<file path="src/rtl/ser_pkg.sv">
// ---------------------------------------------------------------------------
// | Module      : ser_pkg                                                    |
// | Description : Shared constants and state encoding for bit_serializer.   |
// | Revision    : 1.0 - initial release                                      |
// ---------------------------------------------------------------------------
`default_nettype none

package ser_pkg;

   // Defaults shared with the run-length detector testbenches
   localparam int   DEF_WIDTH    = 8;
   localparam logic DEF_IDLE_LVL = 1'b0;

   // Serializer FSM encoding; PARITY is reachable only with SER_PARITY_EN
   typedef enum logic [1:0] {
      IDLE   = 2'd0,
      SHIFT  = 2'd1,
      PARITY = 2'd2
   } ser_state_t;

endpackage : ser_pkg

`default_nettype wire

</file>
<file path="src/rtl/ser_bit_cnt.sv">
// ---------------------------------------------------------------------------
// | Module      : ser_bit_cnt                                                |
// | Description : Loadable down-counter tracking the bits left in a word.   |
// |               Loads WIDTH-1, decrements to 0 and holds; zero_o flags    |
// |               that the LSB is the bit currently on the line.            |
// | Revision    : 1.0 - initial release                                      |
// ---------------------------------------------------------------------------
`default_nettype none

module ser_bit_cnt #(
   parameter int WIDTH = 8,
   parameter int CW    = $clog2(WIDTH)
) (
   input  logic          clk_i,
   input  logic          rst_i,
   input  logic          load_i,
   input  logic          dec_i,
   output logic [CW-1:0] cnt_o,
   output logic          zero_o
);

   localparam logic [CW-1:0] C_CNT_MAX = CW'(WIDTH - 1);

   logic [CW-1:0] cnt_q;

   // Load takes priority over decrement; the count saturates at zero
   always_ff @(posedge clk_i) begin
      if (rst_i) begin
         cnt_q <= '0;
      end else if (load_i) begin
         cnt_q <= C_CNT_MAX;
      end else if (dec_i && (cnt_q != '0)) begin
         cnt_q <= cnt_q - CW'(1);
      end
   end

   assign cnt_o  = cnt_q;
   assign zero_o = (cnt_q == '0);

endmodule : ser_bit_cnt

`default_nettype wire

</file>
<file path="src/rtl/bit_serializer.sv">
// ---------------------------------------------------------------------------
// | Module      : bit_serializer                                             |
// | Description : Parallel-to-serial front end. Accepts a WIDTH-bit word on |
// |               load && ready and shifts it out MSB-first on sout, one bit|
// |               per clock, with sout_valid and a last-bit done pulse.     |
// |               Define SER_PARITY_EN to append an even-parity bit.        |
// | Revision    : 1.0 - initial release                                      |
// ---------------------------------------------------------------------------
`default_nettype none

module bit_serializer
   import ser_pkg::*;
#(
   parameter int   WIDTH    = DEF_WIDTH,
   parameter logic IDLE_LVL = DEF_IDLE_LVL
) (
   input  logic             clk,
   input  logic             RESET,
   input  logic             load,
   input  logic [WIDTH-1:0] din,
   output logic             ready,
   output logic             sout,
   output logic             sout_valid,
   output logic             done
);

   localparam int CW = $clog2(WIDTH);

   ser_state_t       state_q, state_d;
   logic [WIDTH-1:0] shreg_q, shreg_d;
   logic             sout_q, sout_d;
   logic             valid_q, valid_d;
   logic             done_q, done_d;
   logic             cnt_load, cnt_dec, cnt_zero;
   logic [CW-1:0]    cnt;
   logic             accept;

`ifdef SER_PARITY_EN
   logic             par_q, par_d;
   logic             unused_cnt;
   assign unused_cnt = ^cnt;
`endif

   ser_bit_cnt #(
      .WIDTH (WIDTH),
      .CW    (CW)
   ) u_bit_cnt (
      .clk_i  (clk),
      .rst_i  (RESET),
      .load_i (cnt_load),
      .dec_i  (cnt_dec),
      .cnt_o  (cnt),
      .zero_o (cnt_zero)
   );

   // ready is open in IDLE and in the final cycle of a word, never in reset
   always_comb begin
`ifdef SER_PARITY_EN
      ready = !RESET && ((state_q == IDLE) || (state_q == PARITY));
`else
      ready = !RESET && ((state_q == IDLE) || ((state_q == SHIFT) && cnt_zero));
`endif
   end

   assign accept = load && ready;

   // Next-state, shift-register and registered-output decode
   always_comb begin
      state_d  = state_q;
      shreg_d  = shreg_q;
      sout_d   = IDLE_LVL;
      valid_d  = 1'b0;
      done_d   = 1'b0;
      cnt_load = 1'b0;
      cnt_dec  = 1'b0;
`ifdef SER_PARITY_EN
      par_d    = par_q;
`endif

      // Word accept: MSB goes straight to the output register, the rest
      // waits in the shift register already aligned to its top bit
      if (accept) begin
         state_d  = SHIFT;
         shreg_d  = din << 1;
         sout_d   = din[WIDTH-1];
         valid_d  = 1'b1;
         cnt_load = 1'b1;
`ifdef SER_PARITY_EN
         par_d    = ^din;
`endif
      end else begin
         case (state_q)
            SHIFT: begin
               if (!cnt_zero) begin
                  sout_d  = shreg_q[WIDTH-1];
                  shreg_d = shreg_q << 1;
                  valid_d = 1'b1;
                  cnt_dec = 1'b1;
`ifndef SER_PARITY_EN
                  done_d  = (cnt == CW'(1));
`endif
               end else begin
`ifdef SER_PARITY_EN
                  state_d = PARITY;
                  sout_d  = par_q;
                  valid_d = 1'b1;
                  done_d  = 1'b1;
`else
                  state_d = IDLE;
`endif
               end
            end
`ifdef SER_PARITY_EN
            PARITY: begin
               state_d = IDLE;
            end
`endif
            default: begin
               state_d = IDLE;
            end
         endcase
      end
   end

   // State and output registers; reset discards any partial word
   always_ff @(posedge clk) begin
      if (RESET) begin
         state_q <= IDLE;
         shreg_q <= '0;
         sout_q  <= IDLE_LVL;
         valid_q <= 1'b0;
         done_q  <= 1'b0;
`ifdef SER_PARITY_EN
         par_q   <= 1'b0;
`endif
      end else begin
         state_q <= state_d;
         shreg_q <= shreg_d;
         sout_q  <= sout_d;
         valid_q <= valid_d;
         done_q  <= done_d;
`ifdef SER_PARITY_EN
         par_q   <= par_d;
`endif
      end
   end

   assign sout       = sout_q;
   assign sout_valid = valid_q;
   assign done       = done_q;

endmodule : bit_serializer

`default_nettype wire

</file>
<file path="config.mk">
export PLATFORM = sky130hd
export DESIGN_NAME = bit_serializer
export DESIGN_NICKNAME = d
export VERILOG_FILES = /design/src/rtl/ser_pkg.sv /design/src/rtl/ser_bit_cnt.sv /design/src/rtl/bit_serializer.sv
export SDC_FILE = /design/constraint.sdc
export NUM_CORES = 1
export LEC_CHECK = 0
export BUFFER_PORTS_ARGS = -buffer_cell sky130_fd_sc_hd__buf_4
export CAP_MARGIN = 15
export CORE_AREA = 2 2 43 65
export DETAILED_ROUTE_END_ITERATION = 10
export DIE_AREA = 0 0 45 67
export PLACE_DENSITY = 0.45
export REMOVE_ABC_BUFFERS = 1
export SKIP_CTS_REPAIR_TIMING = 1
export SYNTH_ARGS = -nofsm -noshare
export SYNTH_HDL_FRONTEND = slang
export SYNTH_SLANG_ARGS = --single-unit
</file>
<file path="constraint.sdc">
create_clock -name clk -period 3.2 [get_ports clk]
set_input_delay 0.64 -clock clk [delete_from_list [all_inputs] [get_ports clk]]
set_output_delay 0.64 -clock clk [all_outputs]
set_load 0.01 [all_outputs]
</file>
==> results.md, run 1 <==
- Post-Synthesis Cell Area: 717 µm²
- Rel. slew slack: 66.2%
- CORE AREA: 2420 µm²
- DR pass1 iterations: 2
- DR vias: 514
- Slew Limit Fails: 0
- Power Total: 0.391 mW
- Share of cells above drive strength 1: a little under two fifths
- Initial Util: 29.6%
- Final layout net count: 94
- Flops & latches, synth: 14
- Detail Placement HPWL: 959 µm
- Vias in the first global route: 521
- Post-synthesis sequential area ratio: between 30% and 40%
- Setup_tns: 0 ns
- Worst-path clk slew: 0.09 ns
- Placed cell count: 99
- Setup CP Type: reg -> out
- DR DRC count: 0
- Critical-path top delay cell: dfxtp_1
- WP data required: 2.56 ns
- Yosys warns: 0
- Critical Path AT: 1.56 ns
- Worst-Margin Slew: 0.506 ns
- Cells after Synth: 65
- Largest net degree at the start of global routing: 16
- Crit-path cells: inv_1 > ha_1 > nand2b_4 > and2_1 > nor2_1 > buf_4
- Hold Slack: slightly below 0.5 ns
- Lkg Pwr: 0.366 nW
- CTS Buf Count: 3
- Die footprint: 3020 µm²
- Setup violators final: 0
- RSZ-0062 raised after global routing: false
- Worst Skew: between 0.006 and 0.007 ns
- DR WL/cell: 13.5 µm
- Die span in y: 67 µm
- Later-pin clock latency in the skew report: 0.27 ns
- Final hold violation count: 0
- Worst-path maximum fanout: 13
- Grt ovf: 0
- Crit-path leading delay family: simple AND/OR/NAND/NOR gates
- CP Launch Type: register
- RD Place Congestion: between 0.6 and 0.7
- Antenna fix cells: 0
- Util after Layout: 34.8%
- Max Cap Viol: 0
- Global-route wire length before repair: 2310 µm
- CP Depth: 6
- Synth cell types: 22
- Fin crit period: 2.20 ns
- Clock root cell: clkbuf_4
- Initial antenna violation count: 0
- Area Growth Syn to Fin: 17.6%
- Pwr/cell area: 464 nW/µm²
- Min-Delay Path Depth: 2
- Routed WL: 1370 µm
- PortBufs: 14
- Die W: 45 µm
- CP endpoint kind: output pin
- Worst VDD drop: approximately 0.22 mV
- Clock sinks: 14
- Worst min-delay path class: reg -> reg
- Total GRT Usage: between 10% and 20%
- Status: completed
- Reg2Reg Depth: 5
- Tcrit/Tclk final: 68.6%
- DRT iter0 DRCs: 11
- CP peak stage delay: 0.36 ns
- Worst-case clock buffer depth: 2
- Via density: 5.04
- CTS tree: done
- Worst path bufs/invs: 2
- I/O pin count: 15
- Antenna viol nets, final: 0
- Commonest non-fill, non-tap cells in the layout: dfxtp_1 (14), buf_4 (14), mux2i_1 (7), nor2b_1 (6), a221oi_2 (6)
- H-tree depth: 1
- Fillers: 260
- Rows: 22
- Average cell area after synthesis: 11.0 µm²
- Fmax: ~460 MHz
- Layout Cells excl Fill: 102
==> through the flow <==
| stage | area [µm²] | setup slack (ns) |
|---|---|---|
| 2_1_floorplan | 686 | 1.43 |
| 3_3_place_gp | 821 | 1.32 |
| 3_5_place_dp | 821 | 1.30 |
| 4_1_cts | 843 | 0.978 |
| 5_1_grt | 843 | 0.902 |
| 6_report | 843 | 1.00 |
==> cell usage after synthesis <==
cell type  count  area [µm²]
dfxtp_1       14         280
mux2i_1        7        70.1
a221oi_2       6        90.1
nor2b_1        6        37.5
nor2_1         4        15.0
a211oi_1       3        22.5
a21oi_2        3        26.3
ha_1           3        37.5
inv_1          3        11.3
a21o_1         2        15.0
buf_4          2        15.0
nor3_1         2        10.0
a31o_1         1        8.76
and2_1         1        6.26
and3_1         1        6.26
buf_2          1        5.00
buf_6          1        11.3
nand2_1        1        3.75
nand2_4        1        11.3
nand2b_4       1        13.8
nand3_1        1        5.00
nor4b_2        1        15.0
==> area by class of cell <==
cell class	count	area, µm²	area share, %
multi-input combinational	44	394	46.7
sequential	14	280	33.2
timing repair buffer	14	105	12.5
tap	24	30.0	3.56
clock buffer	3	22.5	2.67
inverter	3	11.3	1.34
==> power by group <==
part	switching, mW	internal, mW
clock	0.0548	0.0436
sequential	0.0122	0.190
combinational	0.0468	0.0438
==> kinds of logic (layout without fill, tap and decap cells) <==
logic type,after synthesis,after routing,synth area share (%)
fa+ha+maj,3,3,5.24
mux,7,7,9.77
simple gates,19,19,17.3
flops,14,14,39.1
buf+inv,7,20,5.93
compound gates,15,15,22.7
==> registers in the layout, summed over array words and instances (netlist names) <==
register and cells:
done 1, shreg_q 7, sout 1, sout_valid 1
state_q 1, u_bit_cnt.cnt_o 3
==> worst reg2reg max path, stage by stage, from the launching register on <==
cell and delay, ns:
dfxtp_1 0.36, inv_1 0.09, ha_1 0.26, nand2b_4 0.21
nand2_4 0.15, a221oi_2 0.30
==> worst paths after layout <==
kind / startpoint / to / slack, ns
max: u_bit_cnt.cnt_o[0]$_SDFFE_PP0P_ / ready / 1.00
min reg2reg: shreg_q[7]$_SDFFE_PP0P_ / sout$_SDFF_PP0_ / 0.48
min: shreg_q[7]$_SDFFE_PP0P_ / sout$_SDFF_PP0_ / 0.48
max reg2reg: u_bit_cnt.cnt_o[0]$_SDFFE_PP0P_ / shreg_q[7]$_SDFFE_PP0P_ / 1.76
==> routing by layer <==
metal	up-vias	routed length, µm	global-route usage [%]
li1	265	-	-
met1	241	574	12.2
met2	6	731	17.7
met3	2	49	1.90
met4	0	17	6.62
met5	-	0	0
No activity file was read; power rests on OpenSTA's default activity.
==> run 2: changes to the inputs <==
Settings changed: PLACE_DENSITY 0.45 to 0.47.
Clock period 3.2 ns to 2 ns, I/O delays scaled along.
==> run 2 against run 1 <==
Cell count is 2.9% higher. First-iteration DRC count is 73% lower. Highest routed layer unchanged. Sequential power is 57% higher. Clock skew is 0.0031 ns lower. Routed wire length is 0.66% lower. Hold slack worse by 0.080 ns. Power is 75% higher. Global-route usage is 0.23 points higher. Largest cell class unchanged. Critical path type unchanged. Utilization is 1.3 points higher. Non-clock buffer count is 2 higher. Sequential cell count stayed put. Critical path depth stayed put.
==> results.md, run 2 (synthesized netlist as in run 1, its figures left out) <==
- Critical Path AT: 1.43 ns
- Hold Slack: 0.404 ns
- Setup violators final: 0
- Die W: 45 µm
- Routed WL: approximately 1400 µm
- Max Cap Viol: 0
- Reg2Reg Depth: 6
- Most common cell after layout, fill and taps aside: buf_4
- FF-to-FF Start: u_bit_cnt.cnt_o[0]$_SDFFE_PP0P_
- Grt ovf: 0
- H-tree depth: 1
- Rel. slew slack: 88.0%
- Worst VDD drop: approximately 0.35 mV
- Hold path start: din[0]
- Rows: 22
- Critical R2R Capture: done$_SDFF_PP0_
- Antenna fix cells: 0
- Worst-case clock buffer depth: 2
- Largest net degree at the start of global routing: 16
- DR WL/cell: around 13 µm
- Design Area, Final: 875 µm²
- RSZ-0062 raised after global routing: false
- DR pass1 iterations: 2
- Worst-Margin Slew: 0.174 ns
- CTS tree: done
- Setup_tns: 0 ns
- Share of cells above drive strength 1: roughly two fifths
- Fillers: between 200 and 300
- Top reg by flops: shreg_q
- Commonest non-fill, non-tap cells in the layout: buf_4 (16), dfxtp_1 (14), mux2i_1 (7), nor2b_1 (6), a221oi_2 (6)
- Post-DP Area: slightly above 800 µm²
- Status: completed
- FF-to-FF setup slack: roughly 0.52 ns
- Clock root cell: clkbuf_4
- Util after Layout: 36.1%
- RD Place Congestion: 0.684
- DR vias: 524
- Worst-path clk slew: 0.09 ns
- Tcrit/Tclk final: 91.6%
- I/O pin count: 15
- Number of flip-flops in the largest register: 7
- DRT iter0 DRCs: 3
- Detail Placement HPWL: 919 µm
- Antenna viol nets, final: 0
- CP endpoint kind: output pin
- Worst-path maximum fanout: 4
- CTS Buf Count: 3
- Fin crit period: 1.83 ns
- Area Growth Syn to Fin: 22.0%
- DR DRC count: 0
- Setup CP Type: reg -> out
- Die footprint: between 3000 and 4000 µm²
- Total GRT Usage: 10.9%
- Vias in the first global route: 539
- Initial Util: roughly 30%
- Worst min-delay path class: in -> reg
- Via density: 4.99
- Pwr/cell area: ~800 nW/µm²
- Worst Skew: 0.00353 ns
- Final hold violation count: 0
- CORE AREA: 2420 µm²
- Hold Path Sink: shreg_q[1]$_SDFFE_PP0P_
- Die span in y: roughly 67 µm
- Fmax: 546 MHz
- Min-Delay Path Depth: 3
- Final layout net count: 96
- PortBufs: 14
- Slew Limit Fails: 0
- Global-route wire length before repair: 2390 µm
- WP data required: roughly 1.6 ns
- CP Launch Type: register
- Initial antenna violation count: 0
- Clock sinks: 14
- Lkg Pwr: 0.382 nW
- Later-pin clock latency in the skew report: 0.28 ns
run 2: cell count changes in the layout (fill, tap and decap cells not counted):
cell | previous run | this run
ha_2 | 0 | 1
buf_4 | 14 | 16
ha_1 | 3 | 2
clkbuf_8 | 0 | 1
run 2: worst max path at each step:
stage                                     from  endpoint  slack, ns  cells after the start
2_1_floorplan  u_bit_cnt.cnt_o[0]$_SDFFE_PP0P_     ready       0.47                      5
3_3_place_gp   u_bit_cnt.cnt_o[0]$_SDFFE_PP0P_     ready       0.36                      6
3_5_place_dp   u_bit_cnt.cnt_o[0]$_SDFFE_PP0P_     ready       0.31                      6
4_1_cts        u_bit_cnt.cnt_o[0]$_SDFFE_PP0P_     ready      -0.02                      6
5_1_grt        u_bit_cnt.cnt_o[0]$_SDFFE_PP0P_     ready       0.05                      6
6_report       u_bit_cnt.cnt_o[0]$_SDFFE_PP0P_     ready       0.17                      6
run 2: per-stage QoR:
step,total power [mW],std cells,setup slack [ns]
2_1_floorplan,0.425,61,0.475
3_3_place_gp,0.481,100,0.364
3_5_place_dp,0.481,100,0.314
4_1_cts,0.697,104,-0.0187
5_1_grt,0.727,105,0.0498
6_report,0.686,105,0.169
run 2: cell type report:
class	instances	area, µm²	share of cell area, %
Clock buffer	4	36.3	4.15
Tap cell	24	30.0	3.43
Sequential cell	14	280	32.0
Timing Repair Buffer	16	120	13.7
Multi-Input combinational cell	44	397	45.4
Inverter	3	11.3	1.29
run 2: power by group:
group | total, mW | internal [mW] | leakage (nW) | switching (mW)
Sequential | 0.318 | 0.305 | 0.116 | 0.0138
Combinational | 0.159 | 0.0766 | 0.245 | 0.0829
Clock | 0.209 | 0.111 | 0.0210 | 0.0979
Total | 0.686 | 0.492 | 0.382 | 0.195
run 2: per-layer routing:
metal	vias up	global-route usage [%]	part of all wire (%)
met2	10	17.7	49
li1	268	-	-
met3	2	1.90	4.9
met5	-	0	0
met1	244	12.4	45
met4	0	7.72	1.1
run 2: worst max-delay path: stages, from the launching register on:
cell,delay (ns)
dfxtp_1,0.33
inv_1,0.12
ha_2,0.24
nand2b_4,0.08
and2_1,0.17
nor2_1,0.08
buf_4,0.12
==> run 3: changes to the inputs <==
Settings changed: CORE_AREA 2 2 43 65 to 5 5 44 65, DIE_AREA 0 0 45 67 to 0 0 49 70, PLACE_DENSITY 0.47 to 0.46, SYNTH_HIERARCHICAL set to 1.
==> run 3 against run 2 <==
Clock skew is essentially flat. Highest routed layer unchanged. Routed wire length down 5.6%. Largest cell class unchanged. Maximum frequency down 3.0%.
==> results.md, run 3 <==
- Cells after Synth: 64
- Worst-Margin Slew: between 0.2 and 0.25 ns
- Switching part of the total power: 26.2%
- WP data required: 1.60 ns
- Slew Limit Fails: 0
- Area Growth Syn to Fin: 26.0%
- Routed WL: 1290 µm
- Clock share of power: 30.9%
- CP peak stage delay: 0.36 ns
- Setup violators final: 0
- Post-Synthesis Cell Area: 631 µm²
- Combinational Power Share: 20.3%
- Fin crit period: 1.89 ns
- Critical Path AT: 1.49 ns
- Total GRT Usage: approximately 7.7%
- CTS tree: done
- Fmax: 530 MHz
- Grt ovf: 0
- Commonest cells in the synthesized netlist: dfxtp_1 (14), nor2_1 (13), a211oi_1 (9)
- Worst path bufs/invs: 3
- Worst setup path startpoint: u_bit_cnt/cnt_o[0]$_SDFFE_PP0P_
- Count leader, synth: dfxtp_1
- CP most frequent cell: inv_1
- Crit-path cells: inv_1 > ha_1 > ha_2 > nand2b_4 > inv_1 > nor2_1 > buf_4
- CTS Buf Count: 3
- Ranking of synthesized cells by area: dfxtp_1 (44%), mux2i_1 (11%), a211oi_1 (11%)
- Global-route wire length before repair: 2060 µm
- CORE AREA: approximately 2200 µm²
- Worst VDD drop: between 0.3 and 0.4 mV
- Commonest non-fill, non-tap cells in the layout: buf_4 (16), nor2_1 (13), dfxtp_1 (12), a211oi_1 (9), mux2i_1 (7)
- Die W: 49 µm
- Antenna viol nets, final: 0
- Via density: 4.90
- Rel. slew slack: 86.3%
- Synth area leader: dfxtp_1
- I/O pin count: 15
- Async S/R FF share, synth: 0%
- Setup CP Type: reg -> out
- Hold Slack: slightly below 0.4 ns
- DR DRC count: 0
- Antenna fix cells: 0
- Hold path start: din[7]
- Clock root cell: clkbuf_4
- Average cell area after synthesis: 9.85 µm²
- Later-pin clock latency in the skew report: 0.28 ns
- DR WL/cell: 12.4 µm
- DR pass1 iterations: 2
- Synth top area share: 44.4%
- CP Launch Type: register
- CP endpoint kind: output pin
- Lkg Pwr: roughly 0.37 nW
- Die span in y: 70 µm
- Status: completed
- Pwr/cell area: 837 nW/µm²
- RSZ-0062 raised after global routing: false
- Number of flip-flops in the largest register: 7
- Util after Layout: 36.0%
- Largest net degree at the start of global routing: 16
- Final layout net count: 95
- RD Place Congestion: about 0.70
- Critical-path top delay cell: dfxtp_2
- Worst Skew: 0.00374 ns
- Most common cell after layout, fill and taps aside: buf_4
- DRT iter0 DRCs: 4
- Top reg by flops: shreg_q
- Worst min-delay path class: in -> reg
- Detail Placement HPWL: 897 µm
- Worst-path clk slew: ~0.09 ns
- Worst-path maximum fanout: 5
- Post-synth EDFFs: 0
- Max Cap Viol: 0
- Sequential Power Share: 48.8%
- Post-synthesis sequential area ratio: about 44%
- H-tree depth: 1
- PortBufs: 14
- Tcrit/Tclk final: a little over nine tenths
- Top_reg_cell synth: dfxtp_1
- DR vias: 510
- FF-to-FF Start: u_bit_cnt/cnt_o[0]$_SDFFE_PP0P_
- Worst-case clock buffer depth: 2
- Synth cell types: 18
- Internal cell power: 0.491 mW
- Crit-path leading delay family: adder cells
- Initial antenna violation count: 0
- Clock sinks: 14
- Final hold violation count: 0
- Rows: 21
- Initial Util: 28.6%
- Share of cells above drive strength 1: 30.9%
- Flops & latches, synth: 14
- P_sw: ~0.17 mW
- Die footprint: around 3400 µm²
- Vias in the first global route: 464
- Yosys warns: 6
- Setup_tns: 0 ns
## run 3: cell count changes in the layout (fill, tap and decap cells not counted), moves of 2 or more
cell,before,now
dfxtp_2,0,2
dfxtp_1,14,12
and4bb_1,0,3
a211oi_1,3,9
a21oi_2,3,0
nor2b_1,6,0
a221oi_2,6,0
nor2_1,4,13
a21o_1,2,0
## run 3: metrics by stage
step	cell area [µm²]	setup slack (ns)	std cells	power, mW
CTS	790	0.0254	104	0.674
global route	795	0.0213	104	0.707
finish	795	0.113	104	0.665
floorplan	604	0.174	61	0.406
detailed placement	753	0.232	100	0.464
global placement	753	0.240	100	0.462
## run 3: power by group through the flow
stage / combinational, mW / clock (mW) / sequential, mW
2_1_floorplan: 0.0785 / 0 / 0.328
5_1_grt: 0.152 / 0.227 / 0.327
6_report: 0.135 / 0.205 / 0.325
3_3_place_gp: 0.133 / 0 / 0.330
4_1_cts: 0.135 / 0.215 / 0.323
3_5_place_dp: 0.134 / 0 / 0.330
## run 3: logic make-up after synthesis
group / synth area share, %
buffers and inverters: 6.55
multiplexers: 11.1
flip-flops: 44.4
adder cells (fa/ha/maj): 3.97
AND/OR/NAND/NOR: 22.4
AO/OA/AOI/OAI: 11.5
## run 3: worst paths after layout
check                                                       end  slack, ns  cells after the start
worst max-delay path                                      ready       0.11                      7
worst min-delay path                            sout$_SDFF_PP0_       0.39                      3
worst max register to register  u_bit_cnt/cnt_o[0]$_SDFFE_PP0P_       0.25                      9
worst min register to register                  done$_SDFF_PP0_       0.44                      1
## run 3: area by class of cell
type / count / area, µm²
Tap cell: 23 / 28.8
Multi-Input combinational cell: 43 / 312
Sequential cell: 14 / 283
Inverter: 4 / 15.0
Timing Repair Buffer: 16 / 120
Fill cell: 241 / 1410
Clock buffer: 4 / 36.3
## run 3: worst min-delay path: cells and delay by family
family | cells | cell delay [ns]
buffers and inverters | 1 | 0.11
AO/OA/AOI/OAI | 1 | 0.06
AND/OR/NAND/NOR | 1 | 0.06
## run 3: layer usage
| layer | global-route usage, % | vias up | wire [µm] |
|---|---|---|---|
| met1 | 8.87 | 231 | 616 |
| met3 | 2.98 | 4 | 97 |
| met2 | 11.0 | 15 | 531 |
| met4 | 6.29 | 0 | 42 |
| met5 | 0 | - | 0 |
| li1 | - | 260 | - |
